<file path="src/rtl/sargantana_icache_pkg.sv">
// Shared types and default geometry for the icache refill path.
package sargantana_icache_pkg;

  localparam int unsigned IC_LINE_WIDTH = 512;
  localparam int unsigned IC_BEAT_WIDTH = 128;

  // Keeps a one-beat line from collapsing the counter to zero width.
  function automatic int unsigned cnt_bits(input int unsigned n_beats);
    return (n_beats > 1) ? $clog2(n_beats) : 1;
  endfunction

  localparam int unsigned N_BEATS     = IC_LINE_WIDTH / IC_BEAT_WIDTH;
  localparam int unsigned CNT_BITS    = cnt_bits(N_BEATS);
  localparam int unsigned OFFSET_BITS = $clog2(IC_LINE_WIDTH / 8);

  typedef enum logic [2:0] {
    StIdle,
    StReq,
    StWait,
    StDrain,
    StDeliver
  } ifill_state_t;

endpackage

</file>
<file path="src/rtl/sargantana_icache_rr_victim.sv">
// One-hot round-robin victim way pointer; rotates left by one on each advance.
module sargantana_icache_rr_victim #(
  parameter int unsigned NWay = 4
) (
  input  logic            clk_i,
  input  logic            rstn_i,
  input  logic            advance_i,
  output logic [NWay-1:0] way_o
);

  logic [NWay-1:0] way_d, way_q;

  always_comb begin
    way_d = way_q;
    if (advance_i) begin
      way_d = {way_q[NWay-2:0], way_q[NWay-1]};
    end
  end

  always_ff @(posedge clk_i or negedge rstn_i) begin
    if (!rstn_i) begin
      way_q <= NWay'(1);
    end else begin
      way_q <= way_d;
    end
  end

  assign way_o = way_q;

endmodule

</file>
<file path="src/rtl/sargantana_icache_ifill_ctrl.sv">
// Icache refill sequencer: one line-aligned L2 read per miss, beat assembly,
// kill draining and a one-cycle write strobe with a round-robin victim way.
module sargantana_icache_ifill_ctrl
  import sargantana_icache_pkg::*;
#(
  parameter int unsigned ICACHE_N_WAY = 4,
  parameter int unsigned LINE_WIDTH   = 512,
  parameter int unsigned BEAT_WIDTH   = 128,
  parameter int unsigned ADDR_WIDTH   = 40
) (
  input  logic                    clk_i,
  input  logic                    rstn_i,
  input  logic                    ifill_req_valid_i,
  input  logic [ADDR_WIDTH-1:0]   ifill_req_paddr_i,
  input  logic                    kill_i,
  output logic                    l2_req_valid_o,
  input  logic                    l2_req_ready_i,
  output logic [ADDR_WIDTH-1:0]   l2_req_addr_o,
  input  logic                    l2_resp_valid_i,
  input  logic [BEAT_WIDTH-1:0]   l2_resp_data_i,
  output logic                    ifill_sent_ack_o,
  output logic                    ifill_resp_valid_o,
  output logic                    valid_ifill_resp_o,
  output logic [LINE_WIDTH-1:0]   ifill_line_o,
  output logic [ICACHE_N_WAY-1:0] ifill_way_o
);

  localparam int unsigned NBeats     = LINE_WIDTH / BEAT_WIDTH;
  localparam int unsigned CntBits    = cnt_bits(NBeats);
  localparam int unsigned OffsetBits = $clog2(LINE_WIDTH / 8);
  localparam logic [CntBits-1:0] LastBeat = CntBits'(NBeats - 1);

  ifill_state_t            state_d, state_q;
  logic [CntBits-1:0]      cnt_d, cnt_q;
  logic [LINE_WIDTH-1:0]   line_d, line_q;
  logic [ADDR_WIDTH-1:0]   addr_d, addr_q;
  logic                    killed_d, killed_q;
  logic                    replay_d, replay_q;
  logic                    victim_advance;
  logic [ICACHE_N_WAY-1:0] victim_way;
  logic                    last_beat;
  logic                    start_req;

  assign last_beat = l2_resp_valid_i && (cnt_q == LastBeat);
  assign start_req = (state_q == StIdle) && ifill_req_valid_i && !kill_i;

  always_ff @(posedge clk_i or negedge rstn_i) begin
    if (!rstn_i) begin
      state_q <= StIdle;
    end else begin
      state_q <= state_d;
    end
  end

  always_comb begin
    state_d = state_q;
    unique case (state_q)
      StIdle: begin
        if (start_req) state_d = StReq;
      end
      StReq: begin
        if (l2_req_ready_i) state_d = (killed_q || kill_i) ? StDrain : StWait;
      end
      StWait: begin
        // A kill on the final beat drops the line without a write.
        if (last_beat) begin
          state_d = kill_i ? StIdle : StDeliver;
        end else if (kill_i) begin
          state_d = StDrain;
        end
      end
      StDrain: begin
        if (last_beat) state_d = StIdle;
      end
      StDeliver: state_d = StIdle;
      default:   state_d = StIdle;
    endcase
  end

  always_comb begin
    l2_req_valid_o     = 1'b0;
    ifill_sent_ack_o   = 1'b0;
    ifill_resp_valid_o = 1'b0;
    ifill_way_o        = '0;
    victim_advance     = 1'b0;
    unique case (state_q)
      StReq: begin
        l2_req_valid_o   = 1'b1;
        ifill_sent_ack_o = 1'b1;
      end
      StWait, StDrain: ifill_sent_ack_o = 1'b1;
      StDeliver: begin
        ifill_resp_valid_o = 1'b1;
        ifill_way_o        = victim_way;
        victim_advance     = 1'b1;
      end
      default: ;
    endcase
  end

  always_comb begin
    addr_d   = addr_q;
    killed_d = killed_q;
    cnt_d    = cnt_q;
    line_d   = line_q;
    replay_d = (state_q == StDeliver);
    if (start_req) begin
      addr_d   = {ifill_req_paddr_i[ADDR_WIDTH-1:OffsetBits], {OffsetBits{1'b0}}};
      killed_d = 1'b0;
    end
    if (state_q == StReq && kill_i) begin
      killed_d = 1'b1;
    end
    // Beats outside WAIT/DRAIN are protocol errors and leave the counter alone.
    if (l2_resp_valid_i && (state_q == StWait || state_q == StDrain)) begin
      cnt_d = (cnt_q == LastBeat) ? '0 : cnt_q + CntBits'(1);
    end
    if (l2_resp_valid_i && state_q == StWait) begin
      line_d[cnt_q*BEAT_WIDTH +: BEAT_WIDTH] = l2_resp_data_i;
    end
  end

  always_ff @(posedge clk_i or negedge rstn_i) begin
    if (!rstn_i) begin
      cnt_q    <= '0;
      line_q   <= '0;
      addr_q   <= '0;
      killed_q <= 1'b0;
      replay_q <= 1'b0;
    end else begin
      cnt_q    <= cnt_d;
      line_q   <= line_d;
      addr_q   <= addr_d;
      killed_q <= killed_d;
      replay_q <= replay_d;
    end
  end

  sargantana_icache_rr_victim #(
    .NWay(ICACHE_N_WAY)
  ) u_victim (
    .clk_i    (clk_i),
    .rstn_i   (rstn_i),
    .advance_i(victim_advance),
    .way_o    (victim_way)
  );

  assign l2_req_addr_o      = addr_q;
  assign ifill_line_o       = line_q;
  assign valid_ifill_resp_o = replay_q;

endmodule

</file>
<file path="config.mk">
export PLATFORM = sky130hd
export DESIGN_NAME = sargantana_icache_ifill_ctrl
export DESIGN_NICKNAME = d
export VERILOG_FILES = /design/src/rtl/sargantana_icache_pkg.sv /design/src/rtl/sargantana_icache_rr_victim.sv /design/src/rtl/sargantana_icache_ifill_ctrl.sv
export SDC_FILE = /design/constraint.sdc
export NUM_CORES = 1
export LEC_CHECK = 0
export BUFFER_PORTS_ARGS = -buffer_cell sky130_fd_sc_hd__clkbuf_2
export CAP_MARGIN = 0
export CORE_AREA = 2 2 285 287
export DETAILED_ROUTE_END_ITERATION = 7
export DIE_AREA = 0 0 287 289
export PLACE_DENSITY = 0.56
export SYNTH_ARGS = -nofsm -noshare
export SYNTH_HDL_FRONTEND = slang
export SYNTH_SLANG_ARGS = --single-unit
</file>
<file path="constraint.sdc">
create_clock -name clk_i -period 4.5 [get_ports clk_i]
set_clock_uncertainty 0.1 [all_clocks]
set_input_delay 0.45 -clock clk_i [delete_from_list [all_inputs] [get_ports clk_i]]
set_output_delay 0.45 -clock clk_i [all_outputs]
set_load 0.01 [all_outputs]
</file>
Word level (Yosys, flattened, before mapping)
Index checks and enable logic that the tools add are counted.
{ "word_totals": {"ff_bits": 557, "wordCells": 49, "out_inout_bits": 560, "mem_count": 0, "input_bits": 174, "latchBits": 0, "ram_bits": 0, "rom_bits": 0} }
{ "classes": {"eq_ne": 9, "n_reduce_logical": 13, "muxes": 16, "magnitude_cmp": 0, "n_addsub": 2, "shift": 2, "n_mul": 0, "div": 0, "bitwise": 0} }
{ "op_table": {"columns": ["cell", "count"], "rows": [
  ["512-bit bitwise mux", 1],
  ["128-bit by 34-bit variable shift with 512-bit output (first input constant)", 1],
  ["128-bit by 34-bit indexed part select with 512-bit output", 1],
  ["9-bit negation with 34-bit output", 1],
  ["3-bit 2-to-1 mux", 6],
  ["3-bit case mux with 4 select lines", 1],
  ["3-bit by 2-bit == test with 1-bit output (second input constant)", 2],
  ["1-bit logical AND", 6],
  ["1-bit 2-to-1 mux", 6],
  ["2-bit inequality test (second input constant)", 3],
  ["4-bit 2-to-1 mux", 1],
  ["4-bit AND reduction", 1],
  ["3-bit by 1-bit == test with 1-bit output (second input constant)", 1],
  ["3-bit == test (second input constant)", 1],
  ["3-bit logical NOT", 1],
  ["3-bit inequality test (second input constant)", 1],
  ["3-bit OR reduction", 1],
  ["2-bit by 1-bit adder with 2-bit output (second input constant)", 1],
  ["2-bit == test (second input constant)", 1],
  ["1-bit logical OR", 2],
  ["2-bit 2-to-1 mux", 1],
  ["2-bit nonzero test", 1],
  ["1-bit logical NOT", 1]
]} }

Logic depth before layout (Yosys ltp)
Gate-level depths: netlist of run 1.
{ "logic_depth": {"ltp_word": 5, "depth_mapped": 6, "depth_no_buf": 4} }

Hierarchy
A second synthesis of run 1 with hierarchy kept.
{ "unflattened": {"hier_cells": 1900, "hier_area_um2": 24287.0} }
{ "modules_own_cells": {"columns": ["module", "seq_area_each_um2", "area_each_um2", "instances", "cells_per_inst"], "rows": [
  ["sargantana_icache_ifill_ctrl", 13838.3, 24140.7, 1, 1892],
  ["sargantana_icache_rr_victim", 101.3, 146.4, 1, 8]
]} }

Worst setup path after synthesis of run 1
OpenSTA, ideal clock, no wires.
{ "synth_timing": {"kind": "reg2reg", "start": "reg cnt_q[0]", "end": "reg line_q[108] (netlist: ifill_line_o[108])", "setup_slack_ns": 2.478, "t_arrival_ns": 1.857, "setup_time_ns": 0.065, "path_buffers": 2, "required_time_ns": 4.335, "path_stages_with_launch": 7, "period_less_slack_ns": 2.022, "cell_sequence": "dfrtp_1 > inv_1 > ha_1 > nor3b_1 > clkbuf_1 > clkbuf_1 > a31o_2"} }
{ "synth_via": {"elab_chain_len": 3, "word_cells_on_any_way": 4, "cone_classes": "add/sub (1); shift (2); mux (1)"} }
{ "synth_rtl": {"columns": ["element", "line", "rtl"], "rows": [
  ["start: declaration", "sargantana_icache_ifill_ctrl.sv:34", "logic [CntBits-1:0] cnt_d, cnt_q;"],
  ["start signal: assignment", "sargantana_icache_ifill_ctrl.sv:131", "cnt_q <= cnt_d;"],
  ["9-bit negation with 34-bit output (*)", "sargantana_icache_ifill_ctrl.sv:119", "line_d[cnt_q*BEAT_WIDTH +: BEAT_WIDTH] = l2_resp_data_i;"],
  ["128-bit by 34-bit indexed part select with 512-bit output or 128-bit by 34-bit variable shift with 512-bit output (tied branches)", "sargantana_icache_ifill_ctrl.sv:119", null],
  ["512-bit bitwise mux (*)", "sargantana_icache_ifill_ctrl.sv:119", null],
  ["end signal: assignment", "sargantana_icache_ifill_ctrl.sv:132", "line_q <= line_d;"],
  ["end: declaration", "sargantana_icache_ifill_ctrl.sv:35", "logic [LINE_WIDTH-1:0] line_d, line_q;"]
]} }
Every way passes the cells marked *; elsewhere a longest branch is shown, timed or not.
A chain may end at the register's enable or synchronous reset.

Worst setup path after layout of run 1
{ "layout_timing": {"start": "reg state_q[2]", "end": "reg line_q[272] (netlist: ifill_line_o[272])"} }
{ "layout_via": {"elab_chain_len": 2} }
{ "layout_rtl": {"columns": ["element", "line", "rtl"], "rows": [
  ["start: declaration", "sargantana_icache_ifill_ctrl.sv:33", "ifill_state_t state_d, state_q;"],
  ["start signal: assignment", "sargantana_icache_ifill_ctrl.sv:49", "state_q <= StIdle;"],
  ["start signal: assignment", "sargantana_icache_ifill_ctrl.sv:51", "state_q <= state_d;"],
  ["3-bit by 2-bit == test with 1-bit output", "sargantana_icache_ifill_ctrl.sv:118", "if (l2_resp_valid_i && state_q == StWait) begin"],
  ["1-bit logical AND", "sargantana_icache_ifill_ctrl.sv:118", null]
]} }
No other way between the ends.

==> results by stage, run 1 <==
Placement:
- Input and output buffers added on the ports amount to 721.
- Routability-driven placement finished with a final weighted congestion of approximately 0.8.
- The placed wire-length estimate after detailed placement is 58.7 mm.

Clock network:
- TritonCTS built the clock tree.
- The maximum count of clock buffers along a single path is 3.
- The number of instances resized during post-cts repair is 0.
- Buffers added to address setup during post-CTS repair amount to 0.
- The number of H-tree levels is 3.
- The number of clock sinks seen by CTS is 557.
- The clock latency on the worst-skew pair is ~0.6 ns.
- Clock tree synthesis inserted a total of 66 buffers.
- Clock-pin slew was measured on the worst setup and hold paths at 0.06 ns.
- The CTS root buffer is sky130_fd_sc_hd__clkbuf_16.

Detailed routing:
- The detailed router's first-iteration violation count is approximately 1300.
- The total iterations of the first detailed-routing run is 5.
- The via count is ~20000.
- The count of nets left with antenna violations once routing finished came out at 0.
- The via density per instance is 5.40.
- The aggregate routed wire length is a little over 90 mm.
- The number of design rule violations left after detail routing is 0.
- In the final routed layout, each cell accounts on average for around 25 um.

Floorplan:
- In this run the core area contains between 100 and 150 standard-cell rows.
- The overall die area is 0.0829 mm2.
- Measured along the y axis, the die boundary spans 289 um.
- The core region is 0.0799 mm2.
- The effective utilization at floorplan is 0.303.
- In this run the horizontal extent of the chip is between 200 and 300 um.
- The number of top-level pins is 734.

Synthesis:
- For this run, the number of Yosys warnings is 0.
- The async set or reset register ratio after synthesis is 1.00.
- The number of synthesized flops with an enable pin is 0.
- The proportion of synthesized chip area in sequential cells is 0.576.
- After synthesis, the mean cell area works out to 12.7 um2.
- The cell count after synthesis came out at 1902.
- The number of synthesized register bits is 557.
- In the post-synthesis netlist, the biggest area contributors are sky130_fd_sc_hd__dfrtp_1 (57%), sky130_fd_sc_hd__a31o_2 (17%), sky130_fd_sc_hd__a21boi_0 (16%).
- The number of distinct library cells after synthesis is 33.
- The synthesized netlist occupies a cell area of approximately 0.024 mm2.
- Of the post-synthesis cell area, the dominant cell type holds 0.575.
- Among all flip-flop cells after synthesis, the most frequent one is sky130_fd_sc_hd__dfrtp_1.
- The library cell occupying the most area in the post-synthesis netlist is sky130_fd_sc_hd__dfrtp_1.

Critical path:
- STA classifies the critical path endpoint as a flop.
- Walking the worst path, the cells encountered are and4bb_4 > and2_4 > buf_12 > a31o_2.
- The critical path buffer and inverter count is 1.
- Among all stages on the critical path, the largest delay is contributed by sky130_fd_sc_hd__and4bb_4.
- The start-to-end type of the worst setup path is reg2reg.
- The maximum fanout encountered on the critical timing path is 61.
- STA puts the critical path data required time at 4.92 ns.
- The critical path launch point type is a flop.
- For the worst setup path, the data arrival time is ~3.3 ns.
- The largest stage delay on the critical path is 0.81 ns.
- The largest delay contributor family on the critical path is simple AND/OR/NAND/NOR gates.

Flow run:
- The max-capacitance violation count is 0.

STA:
- The count of pins over their slew limit was 0.
- The measured slew at the worst slew-check pin is just under 1 ns.
- The minimum clock period after layout is 2.85 ns.
- The number of endpoints failing setup at the final stage is 0.
- The maximum clock frequency is around 350 MHz.
- The hold violation count in the final report is 0.
- In the final timing run, aggregate negative setup slack is 0 ns.
- Of the available clock period, the critical path in the final layout requires 0.633.
- The worst hold margin is 0.0412 ns.
- Setup repair after global routing left no endpoint under its margin.
- The worst slew slack as a fraction of its limit is 0.351.

GRT:
- The global route total overflow is 0.
- The overall fraction of global-route tracks in use is 0.216.
- The wire length of the first global-routing pass is 137 mm.
- The initial antenna violation count is 2.
- Entering global routing, the biggest net connects 185 pins.
- The via count of the first global-routing pass is 20013.

Pwr:
- The worst voltage drop across the vdd grid is roughly 0.69 mV.
- In this run the static leakage power is 0.0155 uW.
- For this design the ratio of total power to cell area is 763 mW/mm2.

Min path:
- The path class of the tightest hold or removal check is in2reg.

Final layout:
- In the final layout, the share of cells above drive strength 1 is 0.530.
- Once layout is complete, the utilization of the core stands at 0.390.
- For this run, the post-layout net count is about 2700.
- The layout overhead on the synthesized area is 28.9%.
- The most common library cell in the layout ignoring fill and taps is sky130_fd_sc_hd__clkbuf_2.
- The filler cell count is 7799.
- The library cells used most frequently in the layout, excluding fill and tap cells, are sky130_fd_sc_hd__clkbuf_2 (720), sky130_fd_sc_hd__dfrtp_1 (556), sky130_fd_sc_hd__a21boi_0 (512), sky130_fd_sc_hd__a31o_2 (461), sky130_fd_sc_hd__clkbuf_16 (67).

Run status:
- The run finished with clean final reports.
-- timing repair --
item | in CTS | in global routing
hold buffers | 46 | 0
endpoints found under the hold margin | 147 | 0
endpoints found under the setup margin | 0 | 0
-- Yosys cell counts (2+ instances only) --
| cell type | count |
|---|---|
| sky130_fd_sc_hd__and3_1 | 5 |
| sky130_fd_sc_hd__a21boi_0 | 512 |
| sky130_fd_sc_hd__a31o_2 | 461 |
| sky130_fd_sc_hd__clkbuf_2 | 2 |
| sky130_fd_sc_hd__and2_1 | 4 |
| sky130_fd_sc_hd__inv_1 | 5 |
| sky130_fd_sc_hd__mux2_2 | 38 |
| sky130_fd_sc_hd__mux2_1 | 2 |
| sky130_fd_sc_hd__clkbuf_1 | 92 |
| sky130_fd_sc_hd__buf_1 | 17 |
| sky130_fd_sc_hd__nand2_1 | 4 |
| sky130_fd_sc_hd__a31o_1 | 51 |
| sky130_fd_sc_hd__nor2_1 | 5 |
| sky130_fd_sc_hd__buf_4 | 15 |
| sky130_fd_sc_hd__nor3b_1 | 3 |
| sky130_fd_sc_hd__buf_6 | 15 |
| sky130_fd_sc_hd__buf_2 | 96 |
| sky130_fd_sc_hd__dfrtp_1 | 556 |
| sky130_fd_sc_hd__ha_1 | 5 |
-- registers in the layout (all words and copies together), names as in the netlist --
| register | count |
|---|---|
| state_q | 3 |
| valid_ifill_resp_o | 1 |
| killed_q | 1 |
| cnt_q | 2 |
| ifill_line_o | 512 |
| u_victim.way_o | 4 |
| l2_req_addr_o | 34 |
-- cells by family after synthesis --
family / count (synthesis) / synth area share
and+or+nand+nor: 27 / 0.00693
muxes: 40 / 0.0186
DFF: 557 / 0.576
buffers and inverters: 242 / 0.0496
other: 1 / 0.000155
adders and majority gates: 5 / 0.00259
AOI/OAI and AO/OA: 1030 / 0.346
-- stage by stage --
stage | area (um2) | power (uW) | worst slack [ns] | std cells
final | 31200 | 23800 | 1.65 | 3656
after global routing | 31200 | 25200 | 1.59 | 3655
after CTS | 31200 | 24100 | 1.70 | 3653
after detailed placement | 28600 | 18600 | 1.72 | 3488
after global placement | 28600 | 18300 | 1.76 | 3488
after floorplan | 24200 | 13800 | 2.48 | 1907
-- final cells by class --
cell class / count / area (um2) / area share
inverters: 5 / 18.8 / 0.000602
clock buffers: 99 / 1940 / 0.0621
diodes: 3 / 7.51 / 0.000241
repair buffers: 804 / 4570 / 0.146
well taps: 1060 / 1330 / 0.0425
flip-flops and latches: 557 / 13900 / 0.447
multi-input cells: 1108 / 9160 / 0.294
clock inverters: 20 / 236 / 0.00758
-- per-layer routing --
metal  track usage  routed length, um  vias up
met4        0.0796               3140        0
li1              -                  -     8472
met2         0.356              45900      803
met1         0.277              37500    10295
met5             0                  0        -
met3        0.0502               6630      156
-- worst paths after layout --
| path | startpoint | to | slack [ns] | cells past startpoint |
|---|---|---|---|---|
| setup / recovery | state_q[2] | ifill_line_o[272] | 1.65 | 4 |
| hold / removal | l2_resp_data_i[65] | ifill_line_o[193] | 0.04 | 2 |
| setup reg to reg | state_q[2] | ifill_line_o[272] | 1.65 | 4 |
| hold reg to reg | l2_req_addr_o[34] | l2_req_addr_o[34] | 0.40 | 1 |
| max in group asynchronous | rstn_i | ifill_line_o[444] | 2.78 | 3 |
| min in group asynchronous | rstn_i | ifill_line_o[426] | 0.44 | 2 |
-- power breakdown --
| group | internal, uW | switching (uW) | total, uW |
|---|---|---|---|
| Sequential | 7050 | 1130 | 8180 |
| Combinational | 4130 | 6110 | 10200 |
| Clock | 3180 | 2200 | 5380 |
(Power assumes the default switching activity.)
==> run 2: changes to the inputs <==
- clock period: 4.5 -> 2.7 ns (I/O delays scaled with it)
==> results by stage, run 2 (synthesized netlist as in run 1, its figures left out) <==
Run status:
- The run finished with clean final reports.

STA:
- The minimum clock period after layout is 2.38 ns (-0.467 ns).
- Setup repair after global routing left no endpoint under its margin.
- The hold violation count in the final report is 0 (unchanged).
- The accumulated negative setup slack is 0 ns (unchanged).
- The measured slew at the worst slew-check pin is 0.819 ns (-0.154 ns).
- The final cycle utilization of the critical path was 0.882 (+0.249).
- The maximum clock frequency was 420 MHz (+20%).
- The number of endpoints failing setup at the final stage is 0 (unchanged).
- The count of pins over their slew limit was 0 (unchanged).
- The worst slew slack as a fraction of its limit is 0.454 (+0.103).

Final layout:
- The number of flip-flops in the largest register is 512 (unchanged).
- The core occupancy in the finished layout came to 0.410 (+0.0200).
- The fraction of final layout cells sized beyond drive strength 1 is 0.511 (-0.0189).
- The number of nets in the layout is 2870 (+5.5%).
- The library cells used most frequently in the layout, excluding fill and tap cells, are sky130_fd_sc_hd__clkbuf_2 (720), sky130_fd_sc_hd__dfrtp_1 (556), sky130_fd_sc_hd__a21boi_0 (512), sky130_fd_sc_hd__a31o_2 (461), sky130_fd_sc_hd__dlygate4sd3_1 (168).
- The layout overhead on the synthesized area is 35.5%.
- The area occupied by multi-input gates was 0.00916 mm2 (about the same).
- The library cell used most frequently in the layout, excluding fill and tap cells, is sky130_fd_sc_hd__clkbuf_2.
- The area occupied by registers is 0.0139 mm2 (unchanged).
- The filler cell count came to 7603 (-2.5%).

Floorplan:
- The number of placement rows is 104 (unchanged).
- The overall die area is 0.0829 mm2 (unchanged).
- The height of the chip is 289 um (unchanged).
- The overall die width is 287 um (unchanged).
- The number of top-level pins is 734 (unchanged).
- The effective utilization at floorplan is 0.303 (unchanged).
- The area of the placeable core is 0.0799 mm2 (unchanged).

GRT:
- The most crowded layer after global routing is met2.
- The wire length of the first global-routing pass is 140 mm (+2.3%).
- The global route total overflow came to 0 (unchanged).
- The via count of the first global-routing pass is 21132 (+5.6%).
- The met3 track demand over resource in global routing is 0.0529 (+0.00268).
- The pin count of the biggest net entering global routing is 127 (-31%).
- The overall fraction of global-route tracks in use is 0.220 (+0.00451).
- The initial antenna violation count is 4 (+2).
- The met2 routing resource usage after global routing is 0.361 (+0.00506).
- The met1 layer usage reported by global route was 0.278 (+0.000872).

Detailed routing:
- The antenna violation net count after detailed routing is 0 (unchanged).
- The via density per instance was 5.37 (-0.39%).
- The detailed router's first-iteration violation count is 1210 (-9.3%).
- The aggregate routed wire length was 95.3 mm (+2.3%).
- The final routed wire length divided by cell count came to 25.1 um (-1.6%).
- The total iterations of the first detailed-routing run is 5 (unchanged).
- The via count is 20429 (+3.6%).
- The number of design rule violations left after detail routing was 0 (unchanged).

Min path:
- The path category of the worst min-delay check is in2reg.

Pwr:
- The static power due to leakage is 0.0162 uW (+4.4%).
- The power per cell area came to 1220 mW/mm2 (+60%).
- The total power draw came to 40100 uW (+69%).
- The part of the power in registers is 0.340 (-0.004).
- The internal power is 24200 uW (+69%).
- The net switching share of the total power is 0.397 (about the same).
- The worst voltage drop across the vdd grid was 1.18 mV (+72%).
- The part of the power in the clock network is 0.218 (-0.008).
- The switching component of the power is 15900 uW (+69%).
- The proportion of power drawn by combinational gates is 0.442 (+0.012).

Flow run:
- The max-capacitance violation count was 0 (unchanged).

Placement:
- The number of buffer cells added on primary ports is 721 (unchanged).
- The placed wire-length estimate after detailed placement came to 60.1 mm (+2.3%).
- The global placer's final weighted congestion came to 0.810 (+0.75%).

Clock network:
- The number of CTS-inserted buffers is 66 (unchanged).
- The CTS root buffer is sky130_fd_sc_hd__clkbuf_16.
- The clock latency on the worst-skew pair is 0.59 ns (about the same).
- The clock-pin slew of the registers on the worst-case setup and hold paths is 0.06 ns (about the same).
- The post-cts hold buffer count is 168 (+270%).
- The number of H-tree levels is 3 (unchanged).
- The maximum count of clock buffers along a single path came to 3 (unchanged).
- The number of clock sinks seen by CTS is 557 (unchanged).
- The number of buffers inserted to repair setup after CTS is 0 (unchanged).
- The CTS tree is yes.
- The number of instances resized during post-cts repair came to 0 (unchanged).

Critical path:
- STA classifies the critical path startpoint as a flop.
- The signal on the critical path passes through buf_4 > ha_4 > buf_4 > nand2_1 > nand2_1 > a22oi_1 > dlygate4sd3_1.
- For this design, the slowest cell found on the critical path is sky130_fd_sc_hd__dlygate4sd3_1.
- The largest stage delay on the critical path is 0.56 ns (-0.25 ns).
- The worst setup path is captured at a flop.
- The maximum fanout encountered on the critical timing path is 45 (-26%).
- The arrival time of the worst setup path was 2.75 ns (-0.52 ns).
- The start-to-end type of the worst setup path is reg2reg.
- The required time of the critical path is 3.07 ns (-1.85 ns).
## run 2: power by group through the flow
| stage | Sequential, uW | Clock (uW) | Combinational (uW) |
|---|---|---|---|
| floorplan | 15100 | 0 | 7870 |
| global placement | 13600 | 0 | 17400 |
| detailed placement | 13700 | 0 | 17600 |
| CTS | 13600 | 8950 | 17900 |
| global route | 14000 | 9330 | 19000 |
| finish | 13600 | 8730 | 17800 |
## run 2: worst max-delay path: cells and delay by family, from the launching register on
kind | cells | cell delay [ns]
buffers and inverters | 3 | 1.24
DFF | 1 | 0.36
and+or+nand+nor | 2 | 0.27
adders and majority gates | 1 | 0.19
AOI/OAI and AO/OA | 1 | 0.07
## run 2: final cells by class
type | instances | share of cell area
Tap cell | 1060 | 0.0404
Multi-Input combinational cell | 1108 | 0.279
Clock buffer | 101 | 0.0602
Sequential cell | 557 | 0.425
Inverter | 5 | 0.000572
Timing Repair Buffer | 953 | 0.190
Antenna cell | 1 | 0.0000763
Clock inverter | 16 | 0.00443
## run 2: metal layers
layer	wire, um	part of all wire
met5	13	0.00014
met1	38700	0.41
met2	45800	0.48
met4	4020	0.042
met3	6740	0.071
## run 2: through the flow
stage               instance area, um2  hold WS [ns]  worst slack [ns]  std cells
finish                           32800        0.0493             0.320       3801
floorplan                        24200        -0.126             0.678       1907
global placement                 29000         0.253             0.485       3515
CTS                              32800        0.0133             0.306       3800
global route                     32800        0.0177             0.182       3800
detailed placement               29000         0.277             0.417       3515
## run 2: path summary, 6_finish.rpt
check | startpoint | to | slack [ns] | cells after the start
max | cnt_q[0] | state_q[1] | 0.32 | 7
min | l2_resp_data_i[48] | ifill_line_o[432] | 0.05 | 2
max reg2reg | cnt_q[0] | state_q[1] | 0.32 | 7
min reg2reg | l2_req_addr_o[38] | l2_req_addr_o[38] | 0.39 | 1
max in group asynchronous | rstn_i | ifill_line_o[61] | 1.37 | 3
min in group asynchronous | rstn_i | ifill_line_o[429] | 0.24 | 2
==> run 3: changes to the inputs <==
- GPL_TIMING_DRIVEN: not set -> 0
==> results by stage, run 3 (synthesized netlist as in run 1, its figures left out) <==
Detailed routing:
- The aggregate routed wire length is 103 mm (+8.3%).
- The via density per instance is 5.28 (-1.7%).
- The total iterations of the first detailed-routing run is 7 (+2).
- The via count was 21009 (+2.8%).
- The final routed wire length divided by cell count was 25.9 um (+3.5%).
- The number of design rule violations left after detail routing came to 0 (unchanged).
- The antenna violation net count after detailed routing came to 0 (unchanged).
- The detailed router's first-iteration violation count is 1142 (-5.6%).

Critical path:
- The largest stage delay on the critical path came to 0.45 ns (-0.11 ns).
- The start-to-end type of the worst setup path is reg2reg.
- The master of the slowest instance on the critical path is sky130_fd_sc_hd__dfrtp_1.
- Walking the worst path, the cells encountered are inv_1 > ha_1 > nor3b_1 > buf_4 > clkbuf_1 > a31o_2.
- The critical path launch point type is a flop.
- The arrival time of the worst setup path is 3.01 ns (+0.26 ns).
- The required time of the critical path came to 3.14 ns (+0.07 ns).
- The maximum fanout encountered on the critical timing path was 11 (-76%).
- The sort of element at the end of the critical path is a flop.

STA:
- The hold violation count in the final report was 0 (unchanged).
- The setup slack of the critical path after layout is 0.129 ns (-0.191 ns).
- The measured slew at the worst slew-check pin is 0.747 ns (-0.0724 ns).
- The accumulated negative setup slack was 0 ns (unchanged).
- The maximum clock frequency is 389 MHz (-7.4%).
- The number of endpoints failing setup at the final stage came to 0 (unchanged).
- The minimum clock period after layout is 2.57 ns (+0.191 ns).
- The count of pins over their slew limit is 0 (unchanged).
- Setup repair after global routing left no endpoint under its margin.
- The worst slew slack as a fraction of its limit is 0.502 (+0.0482).
- The final cycle utilization of the critical path was 0.952 (+0.0706).

Placement:
- The global placer's final weighted congestion came to 0.861 (+6.3%).
- The worst slack at placement is -0.466 ns (-0.883 ns).
- The placed wire-length estimate after detailed placement is 76.1 mm (+27%).
- The number of cells in the design after placement was 3693 (+5.1%).
- The number of buffer cells added on primary ports came to 721 (unchanged).

Final layout:
- The filler cell count came to 7755 (+2.0%).
- The fraction of final layout cells sized beyond drive strength 1 is 0.508 (-0.00218).
- The core occupancy in the finished layout is 0.417 (+0.00616).
- The number of nets in the layout is 3049 (+6.2%).
- The non-filler instance count after layout is 3978 (+4.7%).
- The layout overhead on the synthesized area is 37.5%.
- The number of flip-flops in the largest register is 512 (unchanged).
- The top cell types in the final layout, fill and taps aside, are sky130_fd_sc_hd__clkbuf_2 (739), sky130_fd_sc_hd__dfrtp_1 (556), sky130_fd_sc_hd__a21boi_0 (512), sky130_fd_sc_hd__a31o_2 (461), sky130_fd_sc_hd__dlygate4sd3_1 (168).
- The most common library cell in the layout ignoring fill and taps is sky130_fd_sc_hd__clkbuf_2.

Pwr:
- The worst voltage drop across the vdd grid came to 0.668 mV (-43%).
- The static power due to leakage is 0.0167 uW (+3.5%).
- The total power draw is 40900 uW (+1.9%).
- The power per cell area was 1230 mW/mm2 (+0.35%).

Floorplan:
- The number of top-level pins is 734 (unchanged).
- The overall die width was 287 um (unchanged).
- The number of placement rows is 104 (unchanged).
- The area of the placeable core is 0.0799 mm2 (unchanged).
- The effective utilization at floorplan is 0.303 (unchanged).
- The height of the chip is 289 um (unchanged).
- The overall die area came to 0.0829 mm2 (unchanged).

GRT:
- The wire length of the first global-routing pass came to 147 mm (+5.2%).
- The via count of the first global-routing pass came to 21533 (+1.9%).
- The overall fraction of global-route tracks in use is 0.241 (+0.0201).
- The initial antenna violation count is 12 (+8).
- The global route total overflow is 0 (unchanged).
- The pin count of the biggest net entering global routing is 108 (-15%).

Clock network:
- The number of buffers inserted to repair setup after CTS is 0 (unchanged).
- CTS placed an instance of sky130_fd_sc_hd__clkbuf_16 at the clock tree root.
- The number of H-tree levels came to 3 (unchanged).
- The CTS tree is yes.
- The maximum count of clock buffers along a single path is 3 (unchanged).
- The clock latency on the worst-skew pair is 0.59 ns (about the same).
- The clock-pin slew of the registers on the worst-case setup and hold paths is 0.06 ns (about the same).
- The number of CTS-inserted buffers was 67 (+1.5%).
- The number of clock sinks seen by CTS came to 557 (unchanged).

Min path:
- In this run the worst hold path is classified as in2reg.

Run status:
- The run finished with clean final reports.

Flow run:
- The max-capacitance violation count came to 0 (unchanged).
## run 3: changes by cell type in the layout (fill, tap and decap cells not counted), sizes merged
cell,previous run,this run
diode,1,3
clkinvlp,2,4
bufinv,0,6
clkinv,12,10
buf,65,153
clkbuf,821,902
## run 3: path summary, 6_finish.rpt
kind	start	end	slack, ns	cells after the start
setup / recovery	cnt_q[0]	ifill_line_o[278]	0.13	6
hold / removal	l2_resp_data_i[11]	ifill_line_o[395]	0.03	2
setup reg to reg	cnt_q[0]	ifill_line_o[278]	0.13	6
hold reg to reg	l2_req_addr_o[38]	l2_req_addr_o[38]	0.39	1
max in group asynchronous	rstn_i	ifill_line_o[219]	0.40	5
min in group asynchronous	rstn_i	ifill_line_o[426]	0.13	2
## run 3: what timing repair did
item	in CTS	in global routing
endpoints found under the hold margin	624	0
hold buffers	168	0
setup endpoints to repair	306	274
gates resized for setup	6	35
## run 3: layer usage
metal	share of wire	GRT usage	up-vias
li1	-	-	9174
met1	0.40	0.291	10840
met2	0.48	0.403	804
met3	0.076	0.0646	189
met4	0.042	0.105	2
met5	0.00013	0	-
## run 3: layout make-up
cell class | instances | area [um2] | share of cell area
tap | 1060 | 1330 | 0.0398
inverter | 5 | 18.8 | 0.000564
multi-input combinational | 1108 | 9080 | 0.273
buffer | 237 | 1220 | 0.0366
sequential | 557 | 13900 | 0.419
timing repair buffer | 894 | 5440 | 0.163
clock inverter | 22 | 315 | 0.00947
antenna | 3 | 7.51 | 0.000226
clock buffer | 92 | 1940 | 0.0584
## run 3: metrics by stage
| step | hold slack [ns] | area, um2 |
|---|---|---|
| after floorplan | -0.126 | 24200 |
| after global placement | 0.367 | 29200 |
| after detailed placement | 0.228 | 29300 |
| after CTS | 0.00420 | 33300 |
| after global routing | 0.00688 | 33300 |
| final | 0.0304 | 33300 |
## run 3: worst max-delay path: cells and delay by family, from the launching register on
family / cells / cell delay (ns)
AOI/OAI and AO/OA: 1 / 0.23
adders and majority gates: 1 / 0.37
buffers and inverters: 3 / 1.03
DFF: 1 / 0.45
and+or+nand+nor: 1 / 0.31
## run 3: power by group
part / leakage, uW / switching, uW / internal (uW)
Sequential: 0.00761 / 1990 / 11800
Combinational: 0.00801 / 10600 / 7240
Clock: 0.00110 / 3690 / 5620
Total: 0.0167 / 16200 / 24600
